**src/rtl/branch_cc_unit.sv**
```systemverilog
// Condition-code register plus ID-stage branch/CALL/JMPL resolution with SPARC delay-slot annulment.
// Optional macro CC_BYPASS_EN: forward EX flags to the branch instead of stalling on a CC hazard.
module branch_cc_unit #(
  parameter logic [3:0] CC_RESET = 4'b0000
) (
  input  logic       Clk,
  input  logic       R,
  input  logic       ID_B_instr,
  input  logic [3:0] ID_cond,
  input  logic       ID_29_a,
  input  logic       ID_Call_instr,
  input  logic       ID_jmpl_instr,
  input  logic       EX_modifyCC,
  input  logic [3:0] EX_cc_in,
  output logic [3:0] cc_q,
  output logic       carry_q,
  output logic [1:0] PC_sel,
  output logic       branch_taken,
  output logic       annul_slot,
  output logic       stall
);

  // annul_slot is a direct decode of state, so it doubles as the FSM debug view.
  typedef enum logic {NORMAL = 1'b0, ANNUL = 1'b1} state_t;

  state_t     state, state_nxt;
  logic [3:0] cc_eff;
  logic       flag_n, flag_z, flag_v, flag_c;
  logic       cond_base;
  logic       cond_true;

  always_ff @(posedge Clk) begin
    if (R) begin
      cc_q <= CC_RESET;
    end else if (EX_modifyCC) begin
      cc_q <= EX_cc_in;
    end
  end

  assign carry_q = cc_q[0];

`ifdef CC_BYPASS_EN
  assign cc_eff = EX_modifyCC ? EX_cc_in : cc_q;
  assign stall  = 1'b0;
`else
  assign cc_eff = cc_q;
  // One-cycle hold: the bubble guarantees EX_modifyCC is clear on the retry.
  assign stall  = ID_B_instr & EX_modifyCC & ~annul_slot;
`endif

  assign {flag_n, flag_z, flag_v, flag_c} = cc_eff;

  // cond[3] inverts the sense of the base test encoded in cond[2:0].
  always_comb begin
    cond_base = 1'b0;
    case (ID_cond[2:0])
      3'b000: cond_base = 1'b0;
      3'b001: cond_base = flag_z;
      3'b010: cond_base = flag_z | (flag_n ^ flag_v);
      3'b011: cond_base = flag_n ^ flag_v;
      3'b100: cond_base = flag_c | flag_z;
      3'b101: cond_base = flag_c;
      3'b110: cond_base = flag_n;
      3'b111: cond_base = flag_v;
      default: cond_base = 1'b0;
    endcase
  end

  assign cond_true = ID_cond[3] ^ cond_base;

  always_ff @(posedge Clk) begin
    if (R) begin
      state <= NORMAL;
    end else begin
      state <= state_nxt;
    end
  end

  always_comb begin
    state_nxt    = NORMAL;
    annul_slot   = (state == ANNUL);
    PC_sel       = 2'b00;
    branch_taken = 1'b0;
    if (!annul_slot && !stall) begin
      branch_taken = ID_B_instr & cond_true;
      if (ID_Call_instr) begin
        PC_sel = 2'b10;
      end else if (ID_jmpl_instr) begin
        PC_sel = 2'b11;
      end else if (ID_B_instr && cond_true) begin
        PC_sel = 2'b01;
      end
      // BA,a annuls its slot even though taken; other taken branches keep it.
      if (ID_B_instr && ID_29_a && ((ID_cond == 4'b1000) || !cond_true)) begin
        state_nxt = ANNUL;
      end
    end
  end

endmodule

```
**config.mk**
```make
export PLATFORM = sky130hd
export DESIGN_NAME = branch_cc_unit
export DESIGN_NICKNAME = d
export VERILOG_FILES = /design/src/rtl/branch_cc_unit.sv
export SDC_FILE = /design/constraint.sdc
export NUM_CORES = 1
export LEC_CHECK = 0
export CAP_MARGIN = 25
export CORE_AREA = 4 4 41 43
export CTS_CLUSTER_DIAMETER = 50
export DETAILED_ROUTE_END_ITERATION = 6
export DIE_AREA = 0 0 45 47
export HOLD_SLACK_MARGIN = 0.05
export MAX_ROUTING_LAYER = met4
export PLACE_DENSITY_LB_ADDON = 0.05
export SLEW_MARGIN = 20
export SYNTH_ARGS = -nofsm -noshare
export SYNTH_HDL_FRONTEND = slang
export SYNTH_SLANG_ARGS = --single-unit
```
**constraint.sdc**
```tcl
create_clock -name Clk -period 4.47 [get_ports Clk]
set_input_delay 1.1175 -clock Clk [delete_from_list [all_inputs] [get_ports Clk]]
set_output_delay 1.1175 -clock Clk [all_outputs]
set_load 0.03 [all_outputs]
```
# Word level (Yosys, flattened, before mapping)
# Cells that the tools add are included.
# totals
output_inout_bits,10
register_bits,5
elab_cells,36
# classes
n_eq_ne,8
reduce_logical,10
n_bitwise,9
n_mux,7
# op_table
operator,count
3-bit equality test (second input constant),4
1-bit one-hot mux with 8 select lines,1
3-bit by 2-bit equality test with 1-bit output (second input constant),2
2-bit 2-to-1 mux,3
4-bit equality test (second input constant),1
1-bit logical AND,4
1-bit bitwise AND,3
3-bit by 1-bit equality test with 1-bit output (second input constant),1
1-bit logical NOT,3
3-bit logical NOT,1
1-bit 2-to-1 mux,3
1-bit inverter,2
1-bit bitwise OR,2
2-bit OR reduction,1
1-bit XOR,2
1-bit logical OR,1

# Longest topological paths before layout
# Gate-level depths: netlist (run 1).
# depth
word_depth,9
ltp_mapped,5
ltp_nobuf,4

# Worst setup path after synthesis (run 1)
# OpenSTA, ideal clock, no wires.
# synth_path
kind,input -> output
start,in ID_cond[2]
end,out branch_taken
slack_ns,0.945
cell_stages,4
arrival_time_ns,2.408
required_ns,3.353
cell_sequence,or3b_1 > o311a_2 > a21oi_2 > mux2i_1
# synth_via
elab_chain_len,5
elab_cells_between_ends,12
classes_between,7 x eq/ne; 2 x mux; 2 x bitwise; 1 x reduce/logical
# synth_rtl
item,line_no,source
"start, declared",9,"input logic [3:0] ID_cond,"
3-bit equality test (tied with other cells),56,case (ID_cond[2:0])
1-bit one-hot mux with 8 select lines (*),56,
1-bit XOR (*),69,assign cond_true = ID_cond[3] ^ cond_base;
1-bit bitwise AND (*),85,branch_taken = ID_B_instr & cond_true;
1-bit 2-to-1 mux (*),84,if (!annul_slot && !stall) begin
"end, declared",18,"output logic branch_taken,"
# Mark *: on every way between the ends. The rest lies on a longest branch, timed or not.

# Worst setup path in the final report (run 1)
# layout_path
start,in ID_cond[2]
end,out PC_sel[0]
# layout_via
elab_chain_len,8
elab_cells_between_ends,15
classes_between,7 x eq/ne; 5 x mux; 1 x bitwise; 2 x reduce/logical
# layout_rtl
item,line_no,source
3-bit equality test (tied with other cells),56,
1-bit one-hot mux with 8 select lines (*),56,
1-bit XOR (*),69,
1-bit logical AND (*),90,end else if (ID_B_instr && cond_true) begin
1-bit 2-to-1 mux (*),90,
2-bit 2-to-1 mux (*),88,end else if (ID_jmpl_instr) begin
2-bit 2-to-1 mux (*),86,if (ID_Call_instr) begin
2-bit 2-to-1 mux (*),84,
"end, declared",17,"output logic [1:0] PC_sel,"
# Marked as above.

==> results of run 1 <==
## logic make-up after synthesis
logic type | after synthesis | share of synthesized area, %
AND/OR/NAND/NOR | 20 | 30.0
AO/OA/AOI/OAI | 9 | 20.2
multiplexers | 6 | 16.2
flip-flops | 5 | 26.9
buffers and inverters | 3 | 4.38
XOR/XNOR | 1 | 2.36
## layout make-up
type / instances / share of cell area (%)
clock buffer: 4 / 3.97
inverter: 1 / 0.567
tap: 15 / 2.84
sequential: 5 / 15.1
timing repair buffer: 26 / 38.9
multi-input combinational: 36 / 38.6
## registers in the layout, indices dropped and copies added, names as in the netlist
name,count
cc_q,4
annul_slot,1
## repair_timing
item	in CTS	in global routing
setup buffers	0	0
setup endpoints to repair	0	1
resized for setup	0	1
## Yosys cell counts (2+ instances only)
cell / number / share of area (%)
nor2_1: 6 / 6.1
a211oi_1: 2 / 4.0
nor2b_1: 2 / 3.4
nand3b_1: 2 / 4.0
nand2_1: 2 / 2.0
dfxtp_1: 5 / 27
nand3_1: 3 / 4.0
mux2i_1: 6 / 16
## per-stage QoR
stage | utilization [%] | cells
after floorplan | - | 44
final | 50.9 | 87
after CTS | 50.7 | 87
after detailed placement | 48.7 | 83
after global routing | 50.9 | 87
after global placement | 48.7 | 83
## cells in the final DEF (no fill, tap or decap), drive strengths merged, types with 2 or more instances in the layout
cell type	instances
a211oi	2
buf	2
clkbuf	4
clkdlybuf4s50	23
dfxtp	5
mux2i	6
nand2	2
nand3	4
nand3b	2
nor2	6
nor2b	2
## metal layers
layer  global-route usage [%]  wire length, um  part of all wire [%]
met1                     10.7              388                    40
met2                     18.1              500                    51
met3                     1.92               90                   9.2
met4                     7.02                0                     0
met5                        -                0                     0
## worst max-delay path: cells and delay by family
| kind | cells | cell delay, ps |
|---|---|---|
| AOI/OAI and AO/OA | 2 | 480 |
| buffers and inverters | 2 | 1170 |
| and+or+nand+nor | 2 | 470 |
## report_power, final
group	internal, uW	total (uW)	switching, uW
clock	33.7	51.0	17.3
combinational	30.3	57.6	27.2
sequential	47.2	49.8	2.61
total	111	158	47.2
## worst paths after layout
| kind | end | startpoint | depth (start not counted) | slack (ps) |
|---|---|---|---|---|
| worst max-delay path | PC_sel[0] | ID_cond[2] | 6 | 120 |
| worst min-delay path | cc_q[1] | cc_q[1] | 2 | 550 |
| worst max register to register | annul_slot | cc_q[2] | 4 | 3110 |
| worst min register to register | cc_q[1] | cc_q[1] | 2 | 550 |
==> results_tabular.tex, run 1 <==
\begin{tabular}{lr}
\hline
Metric & Value \\
\hline
\multicolumn{2}{l}{\textbf{STA}} \\
\quad Final clock period utilization by the worst path & 97.4\% \\
\quad Clock skew & 1.22 ps \\
\quad Min Hold Slack & 548 ps \\
\quad Worst path setup slack after routing & 116 ps \\
\quad Max\_slew headroom & 73.4\% \\
\quad Unrepaired setup endpoints after global routing & false \\
\quad Final setup fails & 0 \\
\quad Number of pins exceeding their max-slew limit in the final report & 0 \\
\quad Hold Violations, Final & 0 \\
\quad Pin slew with the least headroom to its limit & 398 ps \\
\quad Max Fclk & 0.230 GHz \\
\quad Fin Setup TNS & 0 ps \\
\quad Min Clock Period, post-route & 4350 ps \\
\multicolumn{2}{l}{\textbf{CTS}} \\
\quad Number of clock sinks & 5 \\
\quad TritonCTS buffer count & 3 \\
\quad Clock root cell & clkbuf\_4 \\
\quad Clock-pin slew on the worst setup and hold paths & 40 ps \\
\quad H-tree depth & 1 \\
\quad Worst skew pair latency & 240 ps \\
\quad TritonCTS clock tree & yes \\
\quad Post-cts hold buffer count & 0 \\
\quad Max Buffers Root-to-Sink & 2 \\
\multicolumn{2}{l}{\textbf{Layout}} \\
\quad Final antenna diode count & 0 \\
\quad Final instance area & 662 um\^{}2 \\
\quad Multi-input combinational cell area & 255 um\^{}2 \\
\quad Layout cells sized above 1 & 11.1\% \\
\quad Syn-to-layout area delta & 78.1\% \\
\quad Number of nets in the finished design & 88 \\
\quad Sequential cell area in the final layout & 100 um\^{}2 \\
\quad Number of fillers in the final layout & 150 \\
\multicolumn{2}{l}{\textbf{Power}} \\
\quad Max VDD drop & 0.166 mV \\
\quad Total power of the final layout & 158 uW \\
\quad Power per unit of standard cell area & 239 mW/mm\^{}2 \\
\quad Pleak & 0.000273 uW \\
\multicolumn{2}{l}{\textbf{Drt}} \\
\quad Number of nets with antenna violations after routing & 0 \\
\quad Vias post-DR & 430 \\
\quad Per-cell routed wire length & 11.3 um \\
\quad Post-route DRC violation count & 0 \\
\quad Length of the first detailed-routing pass in iterations & 3 \\
\quad Total Routed Length & 979 um \\
\quad Detailed Route Iter0 Violations & 2 \\
\quad Detail-routed via count per cell & 4.94 \\
\multicolumn{2}{l}{\textbf{GRT}} \\
\quad Maximum number of pins on one net before global-route repair & 8 \\
\quad Congestion Overflow GR & 0 \\
\quad Global Route Usage Sum & 10.4\% \\
\quad Number of antenna violations at the first check in global routing & 0 \\
\quad Number of global-route vias before repair & 405 \\
\quad Global-route wire length before repair & 1.58 mm \\
\multicolumn{2}{l}{\textbf{Synth}} \\
\quad Flop and latch count out of synthesis & 5 \\
\quad Number of synthesized flops with an enable pin & 0 \\
\quad Synthesized area divided by synthesized cell count & 8.45 um\^{}2 \\
\quad Sequential share of the synthesized area & 26.9\% \\
\quad Yosys Warn Count & 0 \\
\quad Most used DFF post-synth & dfxtp\_1 \\
\quad Synthesized area & 372 um\^{}2 \\
\quad Share of flip-flops with an asynchronous set or reset & 0\% \\
\quad Number of instances in the synthesized netlist & 44 \\
\quad Number of distinct library cell variants in the gate-level netlist after synthesis & 24 \\
\quad Synth Net Count & 59 \\
\multicolumn{2}{l}{\textbf{Floorplanning}} \\
\quad Number of ports placed on the die boundary & 25 \\
\quad Die area & 0.00212 mm\^{}2 \\
\quad Die Height & 47 um \\
\quad Initial Utilization & 28.6\% \\
\quad Die Width & 45 um \\
\quad Area of the placeable core & 0.00130 mm\^{}2 \\
\quad Number of rows created at floorplan & 13 \\
\multicolumn{2}{l}{\textbf{Critical path}} \\
\quad Maximum cell stage delay along the critical path & 660 ps \\
\quad Most Frequent Cell on Critical Path & clkdlybuf4s50\_1 \\
\quad Maximum fanout along the worst path & 7 \\
\quad Slowest-stage cell, CP & clkdlybuf4s50\_1 \\
\quad Worst EP required & 3350 ps \\
\quad Ordered list of cells on the worst path & clkdlybuf4s50\_1, or3b\_1, o311a\_2, a211o\_1, nand3\_2, clkdlybuf4s50\_1 \\
\quad Nature of the critical path endpoint & output port \\
\quad Data arrival at the endpoint of the critical path & 3240 ps \\
\quad Type of element launching the critical path & input pin \\
\quad Kind of critical path & in -> out \\
\multicolumn{2}{l}{\textbf{Placement}} \\
\quad Setup Slack @ Placement & 59.1 ps \\
\quad Cell Area, Placed & 633 um\^{}2 \\
\quad Estimated wirelength of the detail-placed design & 844 um \\
\quad Total of buffers placed on input and output ports & 24 \\
\quad Routability Congestion & 0.700 \\
\multicolumn{2}{l}{\textbf{Flow run}} \\
\quad Number of max-capacitance violations reported & 0 \\
\multicolumn{2}{l}{\textbf{Run status}} \\
\quad Outcome & finished, final reports clean \\
\multicolumn{2}{l}{\textbf{Hold path}} \\
\quad HP Class & reg -> reg \\
\hline
\end{tabular}
Note: power is estimated with default switching activity, not from simulation.
==> run 2, diff against run 1 <==
- GPL_TIMING_DRIVEN: unset -> 0
==> run 2 against run 1 <==
Compared with the run above: register-to-register slack about the same; clock skew about the same; hold slack better by 2.0 ps; flip-flop and latch count unchanged; critical endpoint unchanged; highest routed layer unchanged; total power down 0.32%; sequential share of layout area up 0.29 points.
==> results_tabular.tex, run 2 (synthesized netlist as in run 1, its figures left out) <==
\begin{tabular}{lr}
\hline
Metric & Value \\
\hline
\multicolumn{2}{l}{\textbf{Placement}} \\
\quad Routability Congestion & 0.663 (-5.3\%) \\
\quad Estimated wirelength of the detail-placed design & 825 um (-2.3\%) \\
\quad Total of buffers placed on input and output ports & 23 (-4.2\%) \\
\quad Cell Area, Placed & 621 um\^{}2 (-2.0\%) \\
\quad Placed cell count & 82 (-1.2\%) \\
\multicolumn{2}{l}{\textbf{Critical path}} \\
\quad Data arrival at the endpoint of the critical path & 3220 ps (-20 ps) \\
\quad Ordered list of cells on the worst path & clkdlybuf4s50\_1, or3b\_1, o311a\_2, a211o\_1, nand3\_2, clkdlybuf4s50\_1 \\
\quad Register-to-register setup slack & 3120 ps (about the same) \\
\quad Type of element launching the critical path & input pin \\
\quad Maximum fanout along the worst path & 7 (unchanged) \\
\quad Nature of the critical path endpoint & output port \\
\quad Worst EP required & 3350 ps (about the same) \\
\quad Kind of critical path & in -> out \\
\quad Maximum cell stage delay along the critical path & 660 ps (about the same) \\
\quad Crit path buffers/inverters & 2 (unchanged) \\
\quad Slowest-stage cell, CP & clkdlybuf4s50\_1 \\
\quad Most Frequent Cell on Critical Path & clkdlybuf4s50\_1 \\
\quad Category of cells accounting for the largest share of critical-path delay & buffers and inverters \\
\multicolumn{2}{l}{\textbf{STA}} \\
\quad Max Fclk & 0.230 GHz (+0.30\%) \\
\quad Fin Setup TNS & 0 ps (unchanged) \\
\quad Final setup fails & 0 (unchanged) \\
\quad Clock skew & 0.722 ps (-0.494 ps) \\
\quad Pin slew with the least headroom to its limit & 499 ps (+101 ps) \\
\quad Max\_slew headroom & 66.7\% (-6.7 points) \\
\quad Unrepaired setup endpoints after global routing & false \\
\quad Min Clock Period, post-route & 4340 ps (-13.1 ps) \\
\quad Hold Violations, Final & 0 (unchanged) \\
\quad Min Hold Slack & 550 ps (+2.00 ps) \\
\quad Number of pins exceeding their max-slew limit in the final report & 0 (unchanged) \\
\quad Final clock period utilization by the worst path & 97.1\% (-0.29 points) \\
\multicolumn{2}{l}{\textbf{Floorplanning}} \\
\quad Number of ports placed on the die boundary & 25 (unchanged) \\
\quad Die Height & 47 um (unchanged) \\
\quad Die area & 0.00212 mm\^{}2 (unchanged) \\
\quad Number of rows created at floorplan & 13 (unchanged) \\
\quad Die Width & 45 um (unchanged) \\
\quad Area of the placeable core & 0.00130 mm\^{}2 (unchanged) \\
\quad Initial Utilization & 28.6\% (unchanged) \\
\multicolumn{2}{l}{\textbf{Drt}} \\
\quad Total Routed Length & 978 um (-0.10\%) \\
\quad Length of the first detailed-routing pass in iterations & 2 (-1) \\
\quad Per-cell routed wire length & 11.4 um (+1.1\%) \\
\quad Detailed Route Iter0 Violations & 2 (unchanged) \\
\quad Post-route DRC violation count & 0 (unchanged) \\
\quad Detail-routed via count per cell & 4.91 (-0.72\%) \\
\quad Number of nets with antenna violations after routing & 0 (unchanged) \\
\quad Vias post-DR & 422 (-1.9\%) \\
\multicolumn{2}{l}{\textbf{CTS}} \\
\quad Clock root cell & clkbuf\_4 \\
\quad TritonCTS buffer count & 3 (unchanged) \\
\quad Post-CTS setup buffers & 0 (unchanged) \\
\quad Worst skew pair latency & 240 ps (about the same) \\
\quad Number of clock sinks & 5 (unchanged) \\
\quad Post-cts resize count & 0 (unchanged) \\
\quad Post-cts hold buffer count & 0 (unchanged) \\
\quad Clock-pin slew on the worst setup and hold paths & 40 ps (about the same) \\
\quad TritonCTS clock tree & yes \\
\quad Max Buffers Root-to-Sink & 2 (unchanged) \\
\quad H-tree depth & 1 (unchanged) \\
\multicolumn{2}{l}{\textbf{Flow run}} \\
\quad Number of max-capacitance violations reported & 0 (unchanged) \\
\multicolumn{2}{l}{\textbf{Layout}} \\
\quad Number of nets in the finished design & 87 (-1.1\%) \\
\quad Final instance area & 649 um\^{}2 (-1.9\%) \\
\quad Largest register by flop count & cc\_q \\
\quad Syn-to-layout area delta & 74.7\% \\
\quad Finished Core Util & 49.9\% (-0.96 points) \\
\quad Multi-input combinational cell area & 255 um\^{}2 (unchanged) \\
\quad Number of flip-flops in the largest register & 4 (unchanged) \\
\quad Number of fillers in the final layout & 143 (-4.7\%) \\
\quad Commonest non-fill, non-tap cells in the layout & clkdlybuf4s50\_1, nor2\_1, mux2i\_1 \\
\quad Final antenna diode count & 0 (unchanged) \\
\quad Commonest non-fill, non-tap cell in the layout & clkdlybuf4s50\_1 \\
\quad Layout cells sized above 1 & 11.3\% (+0.16 points) \\
\quad Final instance count without filler cells & 86 (-1.1\%) \\
\quad Sequential cell area in the final layout & 100 um\^{}2 (unchanged) \\
\multicolumn{2}{l}{\textbf{Hold path}} \\
\quad HP Class & reg -> reg \\
\multicolumn{2}{l}{\textbf{Power}} \\
\quad Power per unit of standard cell area & 243 mW/mm\^{}2 (+1.6\%) \\
\quad Max VDD drop & 0.106 mV (-36\%) \\
\quad Pleak & 0.000269 uW (-1.6\%) \\
\multicolumn{2}{l}{\textbf{GRT}} \\
\quad Global Route Usage Sum & 10.5\% (about the same) \\
\quad Global-route wire length before repair & 1.50 mm (-4.8\%) \\
\quad Maximum number of pins on one net before global-route repair & 9 (+1) \\
\quad Number of global-route vias before repair & 368 (-9.1\%) \\
\quad Congestion Overflow GR & 0 (unchanged) \\
\quad Number of antenna violations at the first check in global routing & 0 (unchanged) \\
\multicolumn{2}{l}{\textbf{Run status}} \\
\quad Outcome & finished, final reports clean \\
\hline
\end{tabular}
## run 2: tightest hold or removal path: stages (launching register included)
cell,delay (ps)
dfxtp_1,330
mux2i_1,130
nor2_1,50
## run 2: path summary, 6_finish.rpt
path               from    endpoint  cells after the start
max          ID_cond[2]   PC_sel[0]                      6
min             cc_q[1]     cc_q[1]                      2
max reg2reg     cc_q[2]  annul_slot                      4
min reg2reg     cc_q[1]     cc_q[1]                      2
## run 2: stage by stage
stage	setup slack, ps	total power (uW)
final	129	158
after global routing	33.9	166
after CTS	28.6	162
after detailed placement	30.0	107
after global placement	50.8	107
after floorplan	945	79.2
## run 2: area by class of cell
type                       instances  area share, %
multi-input combinational         36           39.3
buffer                             2           1.93
clock buffer                       4           4.05
timing repair buffer              23           35.8
inverter                           1          0.578
tap                               15           2.89
sequential                         5           15.4
## run 2: report_power, final
group	switching [uW]	total [uW]	internal (uW)	leakage, uW
logic	27.2	56.3	29.1	0.000213
registers	2.40	49.6	47.2	0.0000411
clock network	18.2	52.0	33.7	0.0000150
## run 2: layer usage
layer	GRT usage, %	share of wire (%)	vias to the layer above
li1	-	-	219
met5	-	0	-
met2	16.7	49	18
met1	10.5	40	185
met4	7.02	0	0
met3	4.21	11	0
==> RTL change, RTL diff (config.mk and constraints of run 1) <==
Build with the macro `CC_BYPASS_EN` defined.
--- a/src/rtl/branch_cc_unit.sv
+++ b/src/rtl/branch_cc_unit.sv
@@ -1,4 +1,6 @@
 // Condition-code register plus ID-stage branch/CALL/JMPL resolution with SPARC delay-slot annulment.
 // Optional macro CC_BYPASS_EN: forward EX flags to the branch instead of stalling on a CC hazard.
+`define CC_BYPASS_EN
+
 module branch_cc_unit #(
   parameter logic [3:0] CC_RESET = 4'b0000
Check against the original RTL: not equivalent (Yosys sat finds a counterexample within 4 cycles, from zero or initial values).
==> RTL change against run 1 <==
Non-clock buffer count decreased by 2; wire length up 10%; synthesized area up 20%; power increased by 5.8%; worst hold slack improved by 14 ps; clock power increased by 2%; worst setup slack better by 250 ps; synthesized cell count grew 20%; cell area up 5.3%; sequential cell count did not move; critical path type unchanged; largest power group unchanged.
==> RTL change: results (changes against run 1) <==
The first-pass iteration count of the detailed router was 4 (was 3); the cell area after placement was 671 sq um (was 633 sq um). The run gives 361 ps (was 59.1 ps) as the minimum setup slack after placement. The worst stage delay on the critical path came out at 540 ps (was 660 ps). The worst hold slack was 563 ps (was 548 ps); the post-synth net total was 68 (was 59). The worst-case clock skew was 3.02 ps (was 1.22 ps); the share of total power in combinational logic was 0.393 (was 0.364).

The number of design-rule violations left by the first detailed-router iteration came out at 4 (was 2). The gate count after technology mapping is 53 (was 44), and the reported clock group power is 0.0000521 W (was 0.0000510 W). The count of port buffers added during placement is 23 (was 24), and the combined area of all synthesized cells is 445 sq um (was 372 sq um).

The flow ran to the end, and the final reports show no timing, DRC or antenna violations. The sink of the worst hold path is cc_q[1] (unchanged). Synth cell count leaders: 9 x nor2_1, 5 x dfxtp_1, 4 x mux2i_1 (was 6 x mux2i_1, 6 x nor2_1, 5 x dfxtp_1).

The number of global-route vias before repair came out at 454 (was 405). Detail-routed via count per cell: 4.97 (was 4.94). For the data arrival time at the worst-slack endpoint, the log shows 2990 ps (was 3240 ps). The clock network fraction of design power was 0.311 (was 0.322). The number of cell instances on the worst register-to-register path was 5 (was 4); the post-DP HPWL was 868 um (was 844 um). Peak ir drop on the vdd network: 0.000178 V (was 0.000166 V).

Share of cells above drive strength 1: 0.179 (was 0.111). Static leakage: 0.282 nW (was 0.273 nW). The run gives 2980 ps (was 3110 ps) as the slack of the worst reg-to-reg path. For the unique cell type count in the Yosys netlist, the log shows 29 (was 24).

The routed length per placed instance is 11.6 um (was 11.3 um), and the global-route wire length before repair is 1900 um (was 1580 um).
## RTL change: worst reg2reg max path, stage by stage, from the launching register on
cell and delay (ps):
dfxtp_1 330, mux4_2 480, nand3_2 100, and4b_4 260
a21oi_2 60, a211oi_2 190
## RTL change: cells by family (layout without fill, tap and decap cells)
| group | Yosys count | in the layout | share of synthesized area |
|---|---|---|---|
| compound gates | 7 | 7 | 0.135 |
| mux | 5 | 5 | 0.140 |
| flops | 5 | 5 | 0.225 |
| xor+xnor | 2 | 2 | 0.0393 |
| other cells | 1 | 1 | 0.00842 |
| buf+inv | 4 | 29 | 0.0674 |
| simple gates | 29 | 29 | 0.385 |
## RTL change: routing by layer
metal	wire (um)	up-vias	track usage
met5	0	-	-
met3	64	2	0.0230
met2	441	16	0.181
met1	555	205	0.164
met4	19	0	0.0877
li1	-	239	-
## RTL change: final cells by class
cell class	count	area [sq um]
multi-input combinational	44	315
fill	135	604
inverter	1	3.75
clock buffer	4	26.3
timing repair buffer	24	233
sequential	5	100
tap	15	18.8
